$ cat src/rtl/fp_add_arbiter_pkg.sv
// fp_add_arbiter shared definitions.
// Widths, requester count, mode codes and tag layout.
package fp_add_arbiter_pkg;

  localparam int FP_W = 48;
  localparam int NREQ = 3;

  typedef enum logic {
    MODE_ADD = 1'b0,
    MODE_SUB = 1'b1
  } mode_e;

  typedef logic [1:0] req_id_t;

  typedef struct packed {
    logic    vld;
    req_id_t id;
  } tag_t;

  function automatic logic [NREQ-1:0] id2oh(req_id_t id);
    return 3'b001 << id;
  endfunction

  function automatic req_id_t nxt_ptr(req_id_t id);
    return (id == 2'd2) ? 2'd0 : id + 2'd1;
  endfunction

endpackage

$ cat src/rtl/fp_add_arbiter_if.sv
// fp_add_arbiter bus: requests, responses
// and the shared adder connection.
interface fp_add_arbiter_if #(
  parameter int FP_W = fp_add_arbiter_pkg::FP_W
);
  logic            req0_valid;
  logic [FP_W-1:0] req0_a;
  logic [FP_W-1:0] req0_b;
  logic            req0_mode;
  logic            req0_ready;
  logic            req1_valid;
  logic [FP_W-1:0] req1_a;
  logic [FP_W-1:0] req1_b;
  logic            req1_mode;
  logic            req1_ready;
  logic            req2_valid;
  logic [FP_W-1:0] req2_a;
  logic [FP_W-1:0] req2_b;
  logic            req2_mode;
  logic            req2_ready;
  logic [2:0]      rsp_valid;
  logic [FP_W-1:0] rsp_data;
  logic [FP_W-1:0] fp_in1;
  logic [FP_W-1:0] fp_in2;
  logic            fp_mode;
  logic [FP_W-1:0] fp_out;
  logic [2:0]      inflight;
  logic            idle;

  modport slave (
    input  req0_valid, req0_a, req0_b, req0_mode,
    input  req1_valid, req1_a, req1_b, req1_mode,
    input  req2_valid, req2_a, req2_b, req2_mode,
    input  fp_out,
    output req0_ready, req1_ready, req2_ready,
    output rsp_valid, rsp_data,
    output fp_in1, fp_in2, fp_mode,
    output inflight, idle
  );

  modport master (
    output req0_valid, req0_a, req0_b, req0_mode,
    output req1_valid, req1_a, req1_b, req1_mode,
    output req2_valid, req2_a, req2_b, req2_mode,
    output fp_out,
    input  req0_ready, req1_ready, req2_ready,
    input  rsp_valid, rsp_data,
    input  fp_in1, fp_in2, fp_mode,
    input  inflight, idle
  );

endinterface

$ cat src/rtl/fp_add_arbiter_rr_arb3.sv
// Three-way round-robin grant.
// Search starts at ptr_i and wraps.
module rr_arb3
  import fp_add_arbiter_pkg::*;
(
  input  logic [2:0] valid_i,
  input  req_id_t    ptr_i,
  output logic [2:0] grant_o
);

  // pick the first valid index at or after ptr
  always_comb begin
    grant_o = 3'b000;
    unique case (ptr_i)
      2'd0: grant_o = valid_i[0] ? 3'b001 :
                      valid_i[1] ? 3'b010 :
                      valid_i[2] ? 3'b100 : 3'b000;
      2'd1: grant_o = valid_i[1] ? 3'b010 :
                      valid_i[2] ? 3'b100 :
                      valid_i[0] ? 3'b001 : 3'b000;
      2'd2: grant_o = valid_i[2] ? 3'b100 :
                      valid_i[0] ? 3'b001 :
                      valid_i[1] ? 3'b010 : 3'b000;
      default: grant_o = 3'b000;
    endcase
  end

endmodule

$ cat src/rtl/fp_add_arbiter.sv
// Shares one pipelined fp adder among three
// requesters; a tag pipe routes each result back.
module fp_add_arbiter
  import fp_add_arbiter_pkg::*;
#(
  parameter int FP_W = fp_add_arbiter_pkg::FP_W,
  parameter int LAT  = 2
) (
  input logic              clock,
  input logic              reset,
  fp_add_arbiter_if.slave  bus
);

  logic [2:0]      req_vld;
  logic [2:0]      grant;
  logic [2:0]      ready;
  logic            accept;
  req_id_t         gnt_id;
  logic [FP_W-1:0] sel_a;
  logic [FP_W-1:0] sel_b;
  logic            sel_m;

  req_id_t         ptr_q, ptr_d;
  logic [2:0]      inflight_q, inflight_d;
  tag_t            tag_q [LAT+1];
  logic [2:0]      rsp_valid_q;
  logic [FP_W-1:0] rsp_data_q;
  logic [FP_W-1:0] fp_in1_q;
  logic [FP_W-1:0] fp_in2_q;
  logic            fp_mode_q;

  assign req_vld = {bus.req2_valid,
                    bus.req1_valid,
                    bus.req0_valid};

  rr_arb3 u_arb (
    .valid_i (req_vld),
    .ptr_i   (ptr_q),
    .grant_o (grant)
  );

  assign ready  = reset ? 3'b000 : grant;
  assign accept = |ready;

  // operand mux and id of the granted requester
  always_comb begin
    gnt_id = 2'd0;
    sel_a  = bus.req0_a;
    sel_b  = bus.req0_b;
    sel_m  = bus.req0_mode;
    unique case (1'b1)
      ready[0]: begin
        gnt_id = 2'd0;
        sel_a  = bus.req0_a;
        sel_b  = bus.req0_b;
        sel_m  = bus.req0_mode;
      end
      ready[1]: begin
        gnt_id = 2'd1;
        sel_a  = bus.req1_a;
        sel_b  = bus.req1_b;
        sel_m  = bus.req1_mode;
      end
      ready[2]: begin
        gnt_id = 2'd2;
        sel_a  = bus.req2_a;
        sel_b  = bus.req2_b;
        sel_m  = bus.req2_mode;
      end
      default: ;
    endcase
  end

  // next pointer and outstanding-op count
  always_comb begin
    ptr_d      = accept ? nxt_ptr(gnt_id) : ptr_q;
    inflight_d = inflight_q
               + {2'b00, accept}
               - {2'b00, |rsp_valid_q};
  end

  // operand regs, tag pipe and response capture
  always_ff @(posedge clock) begin
    if (reset) begin
      ptr_q       <= 2'd0;
      inflight_q  <= 3'd0;
      rsp_valid_q <= 3'b000;
      rsp_data_q  <= '0;
      fp_in1_q    <= '0;
      fp_in2_q    <= '0;
      fp_mode_q   <= 1'b0;
      for (int i = 0; i <= LAT; i++)
        tag_q[i] <= '0;
    end else begin
      ptr_q      <= ptr_d;
      inflight_q <= inflight_d;
      if (accept) begin
        fp_in1_q  <= sel_a;
        fp_in2_q  <= sel_b;
        fp_mode_q <= sel_m;
      end
      tag_q[0] <= {accept, gnt_id};
      for (int i = 1; i <= LAT; i++)
        tag_q[i] <= tag_q[i-1];
      rsp_valid_q <= tag_q[LAT].vld ?
                     id2oh(tag_q[LAT].id) : 3'b000;
      if (tag_q[LAT].vld)
        rsp_data_q <= bus.fp_out;
    end
  end

  assign bus.req0_ready = ready[0];
  assign bus.req1_ready = ready[1];
  assign bus.req2_ready = ready[2];
  assign bus.rsp_valid  = rsp_valid_q;
  assign bus.rsp_data   = rsp_data_q;
  assign bus.fp_in1     = fp_in1_q;
  assign bus.fp_in2     = fp_in2_q;
  assign bus.fp_mode    = fp_mode_q;
  assign bus.inflight   = inflight_q;
  assign bus.idle       = (inflight_q == 3'd0);

endmodule

$ cat src/flat_wrapper.sv
// flat-port wrapper written by rule: the top's interface ports become plain ports
module fp_add_arbiter_flat import fp_add_arbiter_pkg::*;
#(
  parameter int FP_W = fp_add_arbiter_pkg::FP_W,
  parameter int LAT  = 2
)
  (clock, reset, bus_req0_valid, bus_req0_a, bus_req0_b, bus_req0_mode, bus_req1_valid, bus_req1_a, bus_req1_b, bus_req1_mode, bus_req2_valid, bus_req2_a, bus_req2_b, bus_req2_mode, bus_fp_out, bus_req0_ready, bus_req1_ready, bus_req2_ready, bus_rsp_valid, bus_rsp_data, bus_fp_in1, bus_fp_in2, bus_fp_mode, bus_inflight, bus_idle);
  fp_add_arbiter_if #(.FP_W(FP_W)) bus_i ();
  input logic clock;
  input logic reset;
  input wire logic [$bits(bus_i.req0_valid)-1:0] bus_req0_valid;
  input wire logic [$bits(bus_i.req0_a)-1:0] bus_req0_a;
  input wire logic [$bits(bus_i.req0_b)-1:0] bus_req0_b;
  input wire logic [$bits(bus_i.req0_mode)-1:0] bus_req0_mode;
  input wire logic [$bits(bus_i.req1_valid)-1:0] bus_req1_valid;
  input wire logic [$bits(bus_i.req1_a)-1:0] bus_req1_a;
  input wire logic [$bits(bus_i.req1_b)-1:0] bus_req1_b;
  input wire logic [$bits(bus_i.req1_mode)-1:0] bus_req1_mode;
  input wire logic [$bits(bus_i.req2_valid)-1:0] bus_req2_valid;
  input wire logic [$bits(bus_i.req2_a)-1:0] bus_req2_a;
  input wire logic [$bits(bus_i.req2_b)-1:0] bus_req2_b;
  input wire logic [$bits(bus_i.req2_mode)-1:0] bus_req2_mode;
  input wire logic [$bits(bus_i.fp_out)-1:0] bus_fp_out;
  output wire logic [$bits(bus_i.req0_ready)-1:0] bus_req0_ready;
  output wire logic [$bits(bus_i.req1_ready)-1:0] bus_req1_ready;
  output wire logic [$bits(bus_i.req2_ready)-1:0] bus_req2_ready;
  output wire logic [$bits(bus_i.rsp_valid)-1:0] bus_rsp_valid;
  output wire logic [$bits(bus_i.rsp_data)-1:0] bus_rsp_data;
  output wire logic [$bits(bus_i.fp_in1)-1:0] bus_fp_in1;
  output wire logic [$bits(bus_i.fp_in2)-1:0] bus_fp_in2;
  output wire logic [$bits(bus_i.fp_mode)-1:0] bus_fp_mode;
  output wire logic [$bits(bus_i.inflight)-1:0] bus_inflight;
  output wire logic [$bits(bus_i.idle)-1:0] bus_idle;
  assign bus_i.req0_valid = bus_req0_valid;
  assign bus_i.req0_a = bus_req0_a;
  assign bus_i.req0_b = bus_req0_b;
  assign bus_i.req0_mode = bus_req0_mode;
  assign bus_i.req1_valid = bus_req1_valid;
  assign bus_i.req1_a = bus_req1_a;
  assign bus_i.req1_b = bus_req1_b;
  assign bus_i.req1_mode = bus_req1_mode;
  assign bus_i.req2_valid = bus_req2_valid;
  assign bus_i.req2_a = bus_req2_a;
  assign bus_i.req2_b = bus_req2_b;
  assign bus_i.req2_mode = bus_req2_mode;
  assign bus_i.fp_out = bus_fp_out;
  assign bus_req0_ready = bus_i.req0_ready;
  assign bus_req1_ready = bus_i.req1_ready;
  assign bus_req2_ready = bus_i.req2_ready;
  assign bus_rsp_valid = bus_i.rsp_valid;
  assign bus_rsp_data = bus_i.rsp_data;
  assign bus_fp_in1 = bus_i.fp_in1;
  assign bus_fp_in2 = bus_i.fp_in2;
  assign bus_fp_mode = bus_i.fp_mode;
  assign bus_inflight = bus_i.inflight;
  assign bus_idle = bus_i.idle;
  fp_add_arbiter #(.FP_W(FP_W), .LAT(LAT)) u_core (.clock(clock), .reset(reset), .bus(bus_i));
endmodule
$ cat config.mk
export PLATFORM = sky130hd
export DESIGN_NAME = fp_add_arbiter_flat
export DESIGN_NICKNAME = d
export VERILOG_FILES = /design/src/rtl/fp_add_arbiter_pkg.sv /design/src/rtl/fp_add_arbiter_if.sv /design/src/rtl/fp_add_arbiter_rr_arb3.sv /design/src/rtl/fp_add_arbiter.sv /design/src/flat_wrapper.sv
export SDC_FILE = /design/constraint.sdc
export NUM_CORES = 1
export LEC_CHECK = 0
export BUFFER_PORTS_ARGS = -buffer_cell sky130_fd_sc_hd__buf_4
export CAP_MARGIN = 0
export CORE_AREA = 2 2 191 193
export DETAILED_ROUTE_END_ITERATION = 10
export DIE_AREA = 0 0 193 195
export PLACE_DENSITY = 0.45
export SYNTH_ARGS = -nofsm -noshare
export SYNTH_HDL_FRONTEND = slang
export SYNTH_SLANG_ARGS = --single-unit
$ cat constraint.sdc
create_clock -name clock -period 8.3 [get_ports clock]
set_input_delay 2.075 -clock clock [delete_from_list [all_inputs] [get_ports clock]]
set_output_delay 2.075 -clock clock [all_outputs]
set_load 0.02 [all_outputs]
==> flow_metrics.py <==
metrics = {
    "outcome": {
        "status": "complete, no violations",
    },
    "clock_tree": {
        "cts_root_buf": "clkbuf_16",
        "cts_hold_repair.buffers": 0,
        "cts_tree": "done",
        "post_cts_buffers": 0,
        "clock_sinks": 162,
        "clk_latency_ns": 0.44,
        "cts_buffer_depth": 2,
        "cts_buffers": 17,
        "htree_levels": 4,
        "clk_pin_slew_ns": 0.07,
        "cts.repair.resized": 0,
    },
    "setup_path": {
        "startpoint_type": "input port",
        "rr_worst_depth": 6,
        "cp.depth": 5,
        "crit_chain": "buf_6 > nand2b_1 > or3_4 > clkinv_4 > buf_4",
        "regToRegSetupSlack_ns": 4.71,
        "cp_slowest_cell": "buf_6",
        "cp-endpoint": "bus_req1_ready",
        "crit_type": "input port to output pin",
        "worstSetupEndpointType": "output pin",
        "cp-startpoint": "reset",
        "critPathRequiredTime_ns": 6.23,
        "r2r-start": "u_core.ptr_q[1]$_SDFFE_PP0N_",
        "critPathBufInv": 3,
        "critPathMaxStageDelay_ns": 0.47,
        "crit_family": "buffers and inverters",
        "cp_max_fo": 74,
        "critPathArrivalTime_ns": 3.83,
        "r2r-end": "u_core.bus.fp_in2[44]$_SDFFE_PP0N_",
    },
    "yosys": {
        "ys_types": 34,
        "ys_warn_count": 0,
        "syn_area_um2": 7690,
        "syn_nets": 1150,
        "syn_inst": 803,
        "ys_ff_latch": 162,
        "yosysSeqAreaShare_pct": 42.2,
        "avgSynthCellArea_um2": 9.57,
    },
    "timing": {
        "hold_viol": 0,
        "fin_crit_ns": 5.90,
        "setup_viol": 0,
        "fin_crit_sh_pct": 71.1,
        "max_freq_ghz": 0.169,
        "finalMaxSlewViolations": 0,
        "rsz0062_at_grt": "no",
        "slew_headroom_pct": 24.7,
        "fin_worst_skew_ns": 0.0107,
        "tightest_slew_ns": 1.13,
        "holdWs_ns": 0.434,
        "fin_tns_setup_ns": 0,
        "worst_slack_ns": 2.40,
    },
    "floorplan": {
        "coreArea_um2": 35400,
        "die_x_um": 193,
        "die_area_um2": 37600,
        "die_y_um": 195,
        "num_rows": 69,
        "initial_core_util_pct": 21.7,
        "ios": 499,
    },
    "pwr": {
        "power_per_cell_area_nw_per_um2": 191,
        "leakagePower_nw": 5.13,
        "seq_power_share_pct": 38.1,
        "switching_share_pct": 31.9,
        "switchingPower_w": 0.000744,
        "combPwrFrac_pct": 26.8,
        "ir_drop_mv": 0.132,
        "power.internal_w": 0.00159,
        "clkPwrFrac_pct": 35.1,
    },
    "route": {
        "antenna_left": 0,
        "vias": 8325,
        "drcViolationCount": 0,
        "finalWirelength_mm": 35.4,
        "viasPerCell": 4.91,
        "drtIter0Drc": 430,
        "wl_per_cell_um": 20.9,
        "drt_first_pass_iters": 5,
    },
    "grt": {
        "antenna_found_initial": 2,
        "grt_pass1_wl_mm": 51.1,
        "grt-ovfl-total": 0,
        "grt_usage_pct": 17.9,
        "grt_max_degree": 98,
        "grt_pass1_vias": 8290,
    },
    "place": {
        "dp_slack_ns": 2.35,
        "io_buffers": 498,
        "dp.final_hpwl_mm": 25.2,
        "routabilityCongestion": 0.759,
        "dp.cells": 1663,
    },
    "cells_and_area": {
        "final_layout_size_suffix_gt1_share_pct": 45.2,
        "nFillCells": 3758,
        "layout.nets": 1568,
        "syn_to_final_growth_pct": 59.2,
        "final_cells": 1697,
    },
    "hold_path": {
        "hold_class": "flip-flop to flip-flop",
    },
    "job": {
        "max_cap_viol_count": 0,
    },
}
-- layer usage --
layer | vias up | part of all wire (%) | GRT usage, %
li1 | 4013 | - | -
met1 | 3937 | 41 | 21.6
met2 | 347 | 49 | 30.6
met3 | 28 | 7.7 | 4.58
met4 | 0 | 1.7 | 6.00
met5 | - | 0 | 0
-- per-stage QoR --
step / power (W) / instance area [um2] / util, %
6_report: 0.00233 / 12200 / 34.6
5_1_grt: 0.00245 / 12200 / 34.6
4_1_cts: 0.00238 / 12200 / 34.6
3_5_place_dp: 0.00154 / 11600 / 32.9
3_3_place_gp: 0.00154 / 11600 / 32.9
2_1_floorplan: 0.00122 / 7690 / -
-- final cells by class --
cell class              instances  area, um2  share of cell area [%]
inverters                     107        407                    3.32
flip-flops and latches        162       3240                    26.5
clock inverters                13        151                    1.24
multi-input cells             425       3590                    29.4
well taps                     461        577                    4.71
clock buffers                  19        443                    3.62
repair buffers                508       3820                    31.2
diodes                          2       5.00                  0.0409
-- worst min path at each step --
stage / start / end / depth (start not counted) / slack [ns]
CTS: u_core.tag_q[0][1]$_SDFF_PP0_ / u_core.tag_q[0][4]$_SDFF_PP0_ / 1 / 0.44
global route: u_core.tag_q[0][1]$_SDFF_PP0_ / u_core.tag_q[0][4]$_SDFF_PP0_ / 1 / 0.45
finish: u_core.tag_q[0][1]$_SDFF_PP0_ / u_core.tag_q[0][4]$_SDFF_PP0_ / 1 / 0.43
detailed placement: u_core.tag_q[0][1]$_SDFF_PP0_ / u_core.tag_q[0][4]$_SDFF_PP0_ / 1 / 0.42
floorplan: u_core.tag_q[0][0]$_SDFF_PP0_ / u_core.tag_q[0][3]$_SDFF_PP0_ / 1 / 0.41
global placement: u_core.tag_q[0][1]$_SDFF_PP0_ / u_core.tag_q[0][4]$_SDFF_PP0_ / 1 / 0.42
-- cells in the mapped netlist --
cell type  instances  area (um2)
a211oi_1           1        7.51
buf_4              6        45.0
dfxtp_1          162        3240
nor2b_1           10        62.6
nor2_1            51         191
nor4b_1            1        8.76
or3_1              2        12.5
a221oi_1          89         780
a211oi_4           1        20.0
buf_6              2        22.5
fa_1               1        20.0
o21ai_2            1        8.76
clkbuf_1          75         282
nor2b_2            1        8.76
buf_1              5        18.8
inv_1            105         394
a32oi_1           97         850
a2111oi_0          1        8.76
nor3_1             2        10.0
nand2b_1           3        18.8
a21oi_1            1        5.00
mux2i_1           48         480
inv_2              1        3.75
clkinv_4           1        8.76
ha_1               2        25.0
nand2_1            1        3.75
nor4bb_1           2        20.0
o31ai_4            1        21.3
xnor2_1            2        17.5
o21a_1             1        7.51
a221oi_2           8         120
o31a_1             1        8.76
o221ai_1          97         850
buf_2             21         105
-- flip-flops by register name, summed over array words and instances, names as in the netlist --
signal,flops
u_core.ptr_q,2
u_core.bus.fp_in2,48
u_core.bus.fp_in1,48
u_core.tag_q,9
u_core.bus.rsp_valid,3
u_core.bus.inflight,3
u_core.bus.fp_mode,1
u_core.bus.rsp_data,48
-- cells by family after synthesis --
logic type,after synthesis,synth area share [%]
XOR/XNOR,2,0.228
AND/OR/NAND/NOR,73,4.38
flip-flops,162,42.2
AO/OA/AOI/OAI,299,34.9
adder cells (fa/ha/maj),3,0.586
multiplexers,48,6.25
buffers and inverters,216,11.4
-- cell usage in the layout, fill, tap and decap left out, types with 9 or more instances in the layout --
master     netlist  layout
a221oi_1        89      89
nor2_1          51      51
nor2b_1         10       9
mux2i_1         48      48
a32oi_1         97      97
clkbuf_16        0      17
o221ai_1        97      97
inv_1          105     105
buf_4            6     507
dfxtp_1        162     161
-- power groups by stage --
stage                     logic (W)  clock network, W  registers [W]
after floorplan            0.000246                 0       0.000976
after global placement     0.000632                 0       0.000906
after detailed placement   0.000632                 0       0.000907
after CTS                  0.000634          0.000853       0.000890
after global routing       0.000672          0.000883       0.000897
final                      0.000625          0.000820       0.000889
Note: power is estimated with default switching activity, not from simulation.
